File: config.mk
export PLATFORM = sky130hd
export DESIGN_NAME = led_seq_ctrl
export DESIGN_NICKNAME = d
export VERILOG_FILES = /design/src/rtl/led_seq_ctrl.sv
export SDC_FILE = /design/constraint.sdc
export NUM_CORES = 1
export LEC_CHECK = 0
export BUFFER_PORTS_ARGS = -buffer_cell sky130_fd_sc_hd__buf_2
export CAP_MARGIN = 10
export CORE_ASPECT_RATIO = 1.1
export CORE_MARGIN = 1
export CORE_UTILIZATION = 67
export CTS_CLUSTER_SIZE = 24
export DETAILED_ROUTE_END_ITERATION = 10
export GPL_TIMING_DRIVEN = 0
export PLACE_DENSITY = 0.95
export SYNTH_ARGS = -nofsm -noshare
export SYNTH_HDL_FRONTEND = slang
export SYNTH_SLANG_ARGS = --single-unit
File: constraint.sdc
create_clock -name CLOCK_50 -period 4.83 [get_ports CLOCK_50]
set_input_delay 1.449 -clock CLOCK_50 [delete_from_list [all_inputs] [get_ports CLOCK_50]]
set_output_delay 1.449 -clock CLOCK_50 [all_outputs]
set_load 0.05 [all_outputs]
File: src/rtl/led_seq_ctrl.sv
// LED pattern sequencer: steps one of four 8-bit patterns on a programmable tick,
// with run/pause, single-step and clear control.
`timescale 1ns/1ps

module led_seq_ctrl #(
  parameter int unsigned TICK_DIV = 25_000_000
) (
  input  logic       CLOCK_50,
  input  logic       RESET,
  input  logic       run,
  input  logic       step,
  input  logic       clear,
  input  logic [1:0] mode,
  input  logic [1:0] speed,
  output logic [7:0] LED,
  output logic       tick,
  output logic [1:0] state
);

  typedef enum logic [1:0] {
    IDLE  = 2'b00,
    RUN   = 2'b01,
    PAUSE = 2'b10
  } state_t;

  localparam logic [25:0] DIV = 26'(TICK_DIV);

  state_t      cur_state, nxt_state;
  logic [25:0] cnt, cnt_nxt;
  logic [25:0] period_m1;
  logic [7:0]  led_nxt, adv_led;
  logic        tick_nxt;
  logic        dir_right, dir_nxt, adv_dir;
  logic [1:0]  last_mode, last_mode_nxt;
  logic        do_advance;

  assign period_m1 = (DIV >> speed) - 26'd1;
  assign state     = cur_state;

  function automatic logic [7:0] seed_of(input logic [1:0] m);
    case (m)
      2'b00:   seed_of = 8'h55;
      2'b01:   seed_of = 8'h01;
      2'b10:   seed_of = 8'h01;
      default: seed_of = 8'h00;
    endcase
  endfunction

  // One pattern advance; a mode change since the last advance reseeds instead.
  always_comb begin
    adv_led = LED;
    adv_dir = dir_right;
    if (mode != last_mode) begin
      adv_led = seed_of(mode);
      adv_dir = 1'b0;
    end else begin
      case (mode)
        2'b00: adv_led = (LED == 8'h55) ? 8'hAA : 8'h55;
        2'b01: adv_led = {LED[6:0], LED[7]};
        2'b10: begin
          if (!dir_right) begin
            if (LED == 8'h80) begin
              adv_led = 8'h40;
              adv_dir = 1'b1;
            end else begin
              adv_led = {LED[6:0], 1'b0};
            end
          end else begin
            if (LED == 8'h01) begin
              adv_led = 8'h02;
              adv_dir = 1'b0;
            end else begin
              adv_led = {1'b0, LED[7:1]};
            end
          end
        end
        default: adv_led = LED + 8'd1;
      endcase
    end
  end

  // Tick is registered, so it is computed from next-cycle cnt; cnt wraps on the edge after tick.
  always_comb begin
    nxt_state     = cur_state;
    cnt_nxt       = cnt;
    led_nxt       = LED;
    dir_nxt       = dir_right;
    last_mode_nxt = last_mode;
    do_advance    = 1'b0;
    if (clear) begin
      nxt_state = IDLE;
      cnt_nxt   = '0;
      led_nxt   = 8'h00;
    end else begin
      case (cur_state)
        IDLE: begin
          cnt_nxt = '0;
          if (run) begin
            nxt_state     = RUN;
            led_nxt       = seed_of(mode);
            dir_nxt       = 1'b0;
            last_mode_nxt = mode;
          end
        end
        RUN: begin
          cnt_nxt    = tick ? 26'd0 : cnt + 26'd1;
          do_advance = tick;
          if (!run) nxt_state = PAUSE;
        end
        PAUSE: begin
          if (run)       nxt_state  = RUN;
          else if (step) do_advance = 1'b1;
        end
        default: begin
          nxt_state = IDLE;
          cnt_nxt   = '0;
        end
      endcase
    end
    if (do_advance) begin
      led_nxt       = adv_led;
      dir_nxt       = adv_dir;
      last_mode_nxt = mode;
    end
    tick_nxt = (nxt_state == RUN) && (cnt_nxt >= period_m1);
  end

  always_ff @(posedge CLOCK_50) begin
    if (RESET) begin
      cur_state <= IDLE;
      cnt       <= '0;
      LED       <= 8'h00;
      tick      <= 1'b0;
      dir_right <= 1'b0;
      last_mode <= 2'b00;
    end else begin
      cur_state <= nxt_state;
      cnt       <= cnt_nxt;
      LED       <= led_nxt;
      tick      <= tick_nxt;
      dir_right <= dir_nxt;
      last_mode <= last_mode_nxt;
    end
  end

endmodule

* After elaboration in Yosys (flattened, before gate mapping) *
Cells that the tools add are included.

cells by class
  $add $sub $neg = 3
  order comparisons = 1
  equality and inequality tests = 11
  shift-type cells = 1
  muxes and demuxes = 35
  reduce and logical (&&, ||, !) cells = 12

operators with widths
  cell                   number
  $mux 8                 8
  $mux 26                2
  $pmux 26 s2            1
  $add 26x1->26 const B  1
  $ge 26x26->1           1
  $shr 25x2->26 const A  1
  $sub 26x1->26 const B  1
  $pmux 8 s3             1
  $mux 2                 7
  $pmux 7 s2             1
  $mux 1                 12
  $add 8x1->8 const B    1
  $eq 8x1->1 const B     1
  $eq 8x7->1 const B     1
  $eq 8x8->1 const B     1
  $mux 7                 1
  $eq 2x1->1 const B     3
  $reduce_bool 3->1      2
  $eq 2x2->1 const B     2
  $logic_not 2->1        2
  $pmux 2 s2             1
  $reduce_and 4->1       1
  $reduce_bool 2->1      2
  $reduce_or 2->1        2
  other kinds (7)        7

word-level totals
  flip-flop bits (word level) = 40
  input bits = 9
  logic and storage cells = 69

* Depth between registers and ports, before layout *
Gate-level depths: netlist of run 1.

  depth after elaboration = 7
  gate-level depth with buffers = 16

* Worst setup path before layout of run 1 *
OpenSTA, ideal clock, no wires.

  path kind = input to register
  from = input clear
  to = register tick
  library setup time = 0.125 ns
  data arrival time = 3.480 ns
  required time = 4.705 ns
  slack = 1.225 ns
  stages = 11
  path buffers = 2
  cells stage by stage = inv_1 -> nand2_1 -> buf_1 -> buf_1 -> nor2_1 -> ha_1 -> and4_1 -> a221o_1 -> a21o_1 -> a22oi_1 -> o21ai_1

between the ends
  cells in the longest elaborated chain, start to end = 3
  elaborated cells between the ends (all ways) = 5
  classes of those cells = order compare: 1; eq/ne: 1; mux: 2; reduce/logical: 1

RTL lines
  what                   RTL line  source
  start, declared        12        input logic clear,
  $mux 26                90        if (clear) begin
  named net cnt_nxt[17]  29        logic [25:0] cnt, cnt_nxt;
  $ge 26x26->1           125       tick_nxt = (nxt_state == RUN) && (cnt_nxt >= period_m1);
  $logic_and 1x1->1      125
  end signal, assigned   140       tick <= tick_nxt;
  end, declared          16        output logic tick,

The timed path passes the listed nets, and every way through them passes these cells.
A chain may end at the register's enable or synchronous reset.

* Worst setup path after layout of run 1 *
Same ends and word-level chain as after synthesis.

==> qor.yml, run 1 <==
power:
  leakagePower_nw: 1.48
  pwr-share-clk_pct: 38.7
  p_switching_w: 0.000210
  p_int_w: 0.000523
  p_seq_share_pct: 46.0
  irDropWorstVdd_mv: 0.228
  p_comb_share_pct: 15.2
  swShare_pct: 28.7
  p_per_area_nw_per_um2: 200
setup_path:
  crit_required_ns: 5.01
  r2r_slack_ns: 0.88
  endpoint: "tick"
  crit_start: "clear"
  crit_arrival_ns: 4.28
  reg2reg_from: "state[1]"
  setup.worst_path.end_class: "register"
  cp_max_fo: 10
  worst_r2r_endpoint: "tick"
  start_kind: "input pin"
  r2r_cells: 16
  critPathKind: "input pin to register"
synth:
  synth.cell_area_um2: 3380
  muxShareOfSynthArea_pct: 2.22
  synth_top_flop_cell: "dfxtp_1"
  synth_xor_area_share_pct: 1.29
  synthAdderAreaFrac_pct: 11.1
  ys_ff_latch: 40
  yosys_warnings: 0
  syn_area_per_cell_um2: 7.42
  synth-compound-area-share_pct: 25.4
  ys_async_sr_fraction_pct: 0
  netlist_instances: 456
  netlist-cell-type-count: 64
  yosys.area_share.simple_pct: 30.9
  synth_top_family_by_area: "simple AND/OR/NAND/NOR gates"
  synth_seq_area_share_pct: 23.7
  synth_edf_count: 0
clock_network:
  insertion_delay_ns: 0.30
  holdBufCountCts: 0
  cts_tree: "done"
  cts.sinks: 40
  cts.repair.resized: 0
  clkTransAtPathRegs_ns: 0.09
  cts_max_path_buffers: 2
  root_buffer: "clkbuf_8"
  cts_buffers: 5
  cts_setup_buffers: 0
  htreeDepth: 2
detailed_routing:
  dr.first_iter.drc_count: 459
  via_per_inst: 6.83
  drc_errors: 0
  dr.pass1.iters: 6
  route.vias.total: 3689
  drt_wl_total_um: 9380
  ant_nets: 0
  wl_per_cell_um: 17.4
timing:
  fin_skew_ns: 0.00839
  rsz0062_at_grt: "false"
  maxSlewHeadroom_pct: 52.0
  drv_slew: 0
  max_clock_freq_mhz: 244
  setup_tns_ns: 0
  worst_slew_pin_slew_ns: 0.715
  hold_violations: 0
  final.period_utilization_pct: 84.9
  period_needed_ns: 4.10
  setup_violations: 0
grt:
  grt_use_total_pct: 35.9
  grt_max_degree: 14
  antenna_found_initial: 0
  grt_pass1_wl_um: 15700
  grt.overflow.total: 0
  grt_pass1_vias: 3517
final_layout:
  drive_gt1_share_pct: 10.3
  antenna_cells: 0
  layoutNonFillerInstCount: 540
  fin_area_um2: 3660
  syn_to_final_growth_pct: 8.28
  final_nets: 522
placement:
  dp_cells: 532
  placed_cell_area_um2: 3550
  place_congestion: 0.942
  io_buffers: 19
  dpl.hpwl_um: 7060
floorplanning:
  die_area_um2: 5340
  die_y_um: 76.5
  rows: 26
  ios: 20
  coreArea_um2: 4750
  chipWidth_um: 69.8
  start_util_pct: 71.3
hold_path:
  hold_path.class: "register to register"
  hp-start: "LED[1]"
run_status:
  outcome: "finished clean"
run:
  maxCapViolCount: 0
## Yosys cell counts (3+ instances only)
cell	count	share of area, %
buf_2	6	0.89
or3_1	6	1.1
a21oi_1	39	5.8
and3_1	6	1.1
and4_1	4	1.0
ha_1	30	11
o22ai_1	3	0.55
nor2_1	51	5.7
mux2i_1	3	0.89
nand2b_1	6	1.1
a31oi_1	4	0.74
o21ai_1	3	0.44
o211ai_1	4	0.89
xor2_1	4	1.0
and2_1	5	0.92
o311ai_0	3	0.78
a22oi_1	4	0.89
o21ai_0	31	4.6
nand2_1	40	4.4
nor3_1	11	1.6
nor2b_1	15	2.8
a211oi_1	4	0.89
nand3_1	14	2.1
nand4_1	13	2.4
dfxtp_1	40	24
mux2_2	4	1.3
inv_1	19	2.1
o21a_1	3	0.67
o31a_1	4	1.0
buf_1	4	0.44
clkbuf_1	16	1.8
a221oi_1	3	0.78
a21o_1	9	2.0
## per-stage QoR
| stage | power (W) | setup slack (ns) | utilization [%] | hold WS [ns] |
|---|---|---|---|---|
| finish | 0.000734 | 0.730 | 77.2 | 0.587 |
| global route | 0.000752 | 0.559 | 77.2 | 0.633 |
| CTS | 0.000726 | 0.807 | 77.2 | 0.579 |
| detailed placement | 0.000453 | 0.503 | 74.8 | 0.567 |
| global placement | 0.000450 | 0.586 | 74.8 | 0.522 |
| floorplan | 0.000423 | 1.23 | - | 0.479 |
## worst max-delay path: stages
cell and delay [ns]:
buf_2 0.13, inv_1 0.11, nand2_1 0.22, buf_1 0.43
buf_1 0.44, nor2_1 0.12, ha_1 0.33, and4_1 0.23
a221o_1 0.33, a21o_1 0.18, a22oi_1 0.19, o21ai_1 0.12
## routing by layer
| layer | global-route usage, % | part of all wire (%) | vias to the layer above |
|---|---|---|---|
| met3 | 5.95 | 7.9 | 71 |
| met1 | 42.8 | 39 | 1671 |
| met4 | 21.8 | 5.4 | 0 |
| met5 | 0 | 0 | - |
| li1 | - | - | 1718 |
| met2 | 59.7 | 48 | 229 |
## sequential cells by signal (all words and copies together) (netlist names)
name       flops
cnt           26
LED            8
last_mode      2
state          2
dir_right      1
tick           1
## cell usage in the layout (no fill, tap or decap), types with 4 or more instances in the layout
master / netlist / final
o31a_1: 4 / 4
nor3_1: 11 / 11
nand2b_1: 6 / 6
nand4_1: 13 / 13
a22oi_1: 4 / 4
a31oi_1: 4 / 4
and3_1: 6 / 6
a211oi_1: 4 / 4
nand3_1: 14 / 14
clkbuf_8: 0 / 5
nor2b_1: 15 / 15
nand2_1: 40 / 40
a21oi_1: 39 / 39
o211ai_1: 4 / 4
o21ai_0: 31 / 31
buf_1: 4 / 4
nor2_1: 51 / 51
ha_1: 30 / 30
a21o_1: 9 / 9
xor2_1: 4 / 4
inv_1: 19 / 19
mux2_2: 4 / 4
buf_2: 6 / 25
and4_1: 4 / 4
dfxtp_1: 40 / 40
clkbuf_1: 16 / 16
or3_1: 6 / 6
and2_1: 5 / 5
## how the worst min path moves through the flow
stage                        end  slack, ns  cells past startpoint
finish                    LED[1]       0.59                      2
global route        last_mode[1]       0.63                      2
CTS                       LED[1]       0.58                      2
detailed placement        LED[1]       0.57                      2
global placement         cnt[25]       0.52                      2
floorplan                cnt[25]       0.48                      2
## power groups by stage
stage	sequential (W)	clock, W	combinational (W)
5_1_grt	0.000338	0.000291	0.000122
2_1_floorplan	0.000352	0	0.0000701
6_report	0.000338	0.000284	0.000112
4_1_cts	0.000338	0.000279	0.000109
3_3_place_gp	0.000345	0	0.000104
3_5_place_dp	0.000346	0	0.000108
## kinds of logic after synthesis
logic type                 after synthesis
AOI/OAI and AO/OA                      134
adders and majority gates               30
buffers and inverters                   45
xor gates and xnor gates                 5
DFF                                     40
muxes                                    7
other                                    2
and+or+nand+nor                        193
## cell type report
class                      instances  area (um^2)
multi-input combinational        372         2410
clock inverter                     3         42.5
timing repair buffer              19         95.1
inverter                          19         71.3
sequential                        40          801
fill                             336         1080
tap                               56         70.1
clock buffer                       5         68.8
buffer                            26          105
(Power assumes the default switching activity.)
==> run 2, diff against run 1 <==
Settings changed: CORE_UTILIZATION 67 to 62, PLACE_DENSITY 0.95 to 0.93.
Clock period 4.83 ns to 3.8 ns, I/O delays scaled along.
==> run 2 against run 1 <==
Final area down 0.14%. Count of clock-buffer cells in the layout grew 1. Via count fell by 1.1%. Non-clock buffer count unchanged. Combinational power up 26%. Global-route usage shrank 3.7 points. Total power rose by 15%. Critical path depth rose by 4. Sequential share of layout area about the same. Clock skew fell by 0.00075 ns. Critical endpoint unchanged. Largest power group unchanged. Highest routed layer unchanged.
==> qor.yml, run 2 (synthesis gave the netlist of run 1 again) <==
setup_path:
  worst-path-buf-inv: 3  # was 4
  reg2reg_from: "state[1]"  # unchanged
  cpMostUsedCell: "o21ai_0"  # was buf_1
  r2r_cells: 16  # unchanged
  crit_slowest_cell: "dfxtp_1"  # was buf_1
  crit_start: "state[1]"  # was clear
  crit_required_ns: 3.97  # was 5.01 ns
  start_kind: "register"  # was input pin
  crit_arrival_ns: 3.70  # was 4.28 ns
  path_cells: "inv_1 -> ha_1 -> nand2b_1 -> buf_2 -> clkbuf_4 -> a31oi_1 -> o21ai_0 -> o21ai_0 -> and2_1 -> ha_1 -> a21oi_1 -> o21ai_0 -> a221o_1 -> a21o_1 -> a22oi_1 -> o21ai_1"  # was buf_2 -> inv_1 -> nand2_1 -> buf_1 -> buf_1 -> nor2_1 -> ha_1 -> and4_1 -> a221o_1 -> a21o_1 -> a22oi_1 -> o21ai_1
  setup.worst_path.end_class: "register"  # unchanged
  worst_r2r_endpoint: "tick"  # unchanged
  r2r_slack_ns: 0.27  # was 0.88 ns
  critPathKind: "register to register"  # was input pin to register
  cp_max_fo: 10  # unchanged
  path_delay_family: "compound AO/OA/AOI/OAI gates"  # was buffers and inverters
  worst_path_largest_cell_delay_ns: 0.41  # was 0.44 ns
timing:
  worst_slew_pin_slew_ns: 0.651  # was 0.715 ns
  drv_slew: 0  # unchanged
  period_needed_ns: 3.53
  fin_skew_ns: 0.00764  # was 0.00839 ns
  rsz0062_at_grt: "false"  # unchanged
  hold_violations: 0  # unchanged
  final.period_utilization_pct: 92.8
  setup_violations: 0  # unchanged
  maxSlewHeadroom_pct: 56.3  # was 52.0%
  max_clock_freq_mhz: 284
  whs_ns: 0.538  # was 0.587 ns
floorplanning:
  chipWidth_um: 72.4  # was 69.8 um
  start_util_pct: 65.9  # was 71.3%
  rows: 27  # was 26
  die_y_um: 79.5  # was 76.5 um
  ios: 20  # unchanged
  die_area_um2: 5760  # was 5340 um^2
  coreArea_um2: 5130  # was 4750 um^2
power:
  leakagePower_nw: 1.48  # about the same
  p_per_area_nw_per_um2: 230  # was 200 nW/um^2
  irDropWorstVdd_mv: 0.149  # was 0.228 mV
run:
  maxCapViolCount: 0  # unchanged
clock_network:
  htreeDepth: 2  # unchanged
  cts_buffers: 5  # unchanged
  root_buffer: "clkbuf_8"  # unchanged
  holdBufCountCts: 0  # unchanged
  insertion_delay_ns: 0.29  # was 0.30 ns
  cts_tree: "done"  # unchanged
  cts_max_path_buffers: 2  # unchanged
  cts.sinks: 40  # unchanged
  clkTransAtPathRegs_ns: 0.08  # was 0.09 ns
final_layout:
  mostFrequentLayoutCell: "nor2_1"  # unchanged
  drive_gt1_share_pct: 11.0  # was 10.3%
  syn_to_final_growth_pct: 8.13  # was 8.28%
  antenna_cells: 0  # unchanged
  final_cell_mix: "nor2_1 (51), dfxtp_1 (40), nand2_1 (40)"  # unchanged
  largest_reg_flops: 26  # unchanged
  fin_util_pct: 71.3  # was 77.2%
  final_nets: 522  # unchanged
  registers.top_by_ff_count: "cnt"  # unchanged
  reg_top3: "cnt x26, LED x8"  # unchanged
placement:
  io_buffers: 19  # unchanged
  dpl.hpwl_um: 6740  # was 7060 um
  place_congestion: 0.948  # was 0.942
grt:
  antenna_found_initial: 0  # unchanged
  grt_max_degree: 12  # was 14
  grt_use_total_pct: 32.2  # was 35.9%
  grt_pass1_wl_um: 14800  # was 15700 um
  grt.overflow.total: 0  # unchanged
  grt_pass1_vias: 3418  # was 3517
hold_path:
  hold_path_end: "cnt[25]"  # was LED[1]
  hold_depth: 2  # unchanged
  hold_path.class: "register to register"  # unchanged
  hp-start: "cnt[25]"  # was LED[1]
detailed_routing:
  dr.first_iter.drc_count: 287  # was 459
  dr.pass1.iters: 5  # was 6
  ant_nets: 0  # unchanged
  drt_wl_total_um: 9040  # was 9380 um
  route.vias.total: 3650  # was 3689
  drc_errors: 0  # unchanged
  via_per_inst: 6.58  # was 6.83
  wl_per_cell_um: 16.3  # was 17.4 um
run_status:
  outcome: "finished clean"  # unchanged
## run 2: per-stage QoR
stage / TNS (ns) / worst slack (ns) / area [um^2] / std cells / total power [W]
floorplan: 0 / 0.330 / 3390 / 457 / 0.000537
global placement: -0.208 / -0.208 / 3570 / 548 / 0.000570
detailed placement: -0.220 / -0.220 / 3570 / 548 / 0.000575
CTS: 0 / 0.0700 / 3650 / 555 / 0.000835
global route: 0 / 0.0166 / 3660 / 555 / 0.000869
finish: 0 / 0.273 / 3660 / 555 / 0.000840
## run 2: layer usage
layer  track usage, %  wire length (um)
met1             36.4              3600
met2             59.0              4600
met3             4.42               592
met4             14.7               249
met5                0                 0
## run 2: worst max path at each step
stage               endpoint  slack, ns  cells after the start
floorplan               tick       0.33                     16
global placement        tick      -0.21                     13
detailed placement      tick      -0.22                     12
CTS                     tick       0.07                     13
global route            tick       0.02                     16
finish                  tick       0.27                     16
## run 2: worst min-delay path: stages, from the launching register on
cell       delay, ns
dfxtp_1         0.33
o2bb2ai_1       0.08
nor2_1          0.09
## run 2: cell type report
type,count,area [um^2]
plain buffers,26,114
clock buffers,6,72.6
clock inverters,1,5.00
fillers,439,1480
inverters,19,71.3
multi-input cells,372,2410
flip-flops and latches,40,801
well taps,72,90.1
repair buffers,19,95.1
## run 2: timing repair
item | 4_1_cts | 5_1_grt
endpoints found under the hold margin | 0 | 0
setup buffers | 0 | 0
pin swaps | 0 | 1
resized for setup | 1 | 8
setup endpoints to repair | 1 | 1
## run 2: power by group
| group | leakage (nW) | switching (W) | internal (W) |
|---|---|---|---|
| sequential | 0.323 | 0.00000664 | 0.000423 |
| clock | 0.0410 | 0.000145 | 0.000125 |
| combinational | 1.12 | 0.0000923 | 0.0000485 |
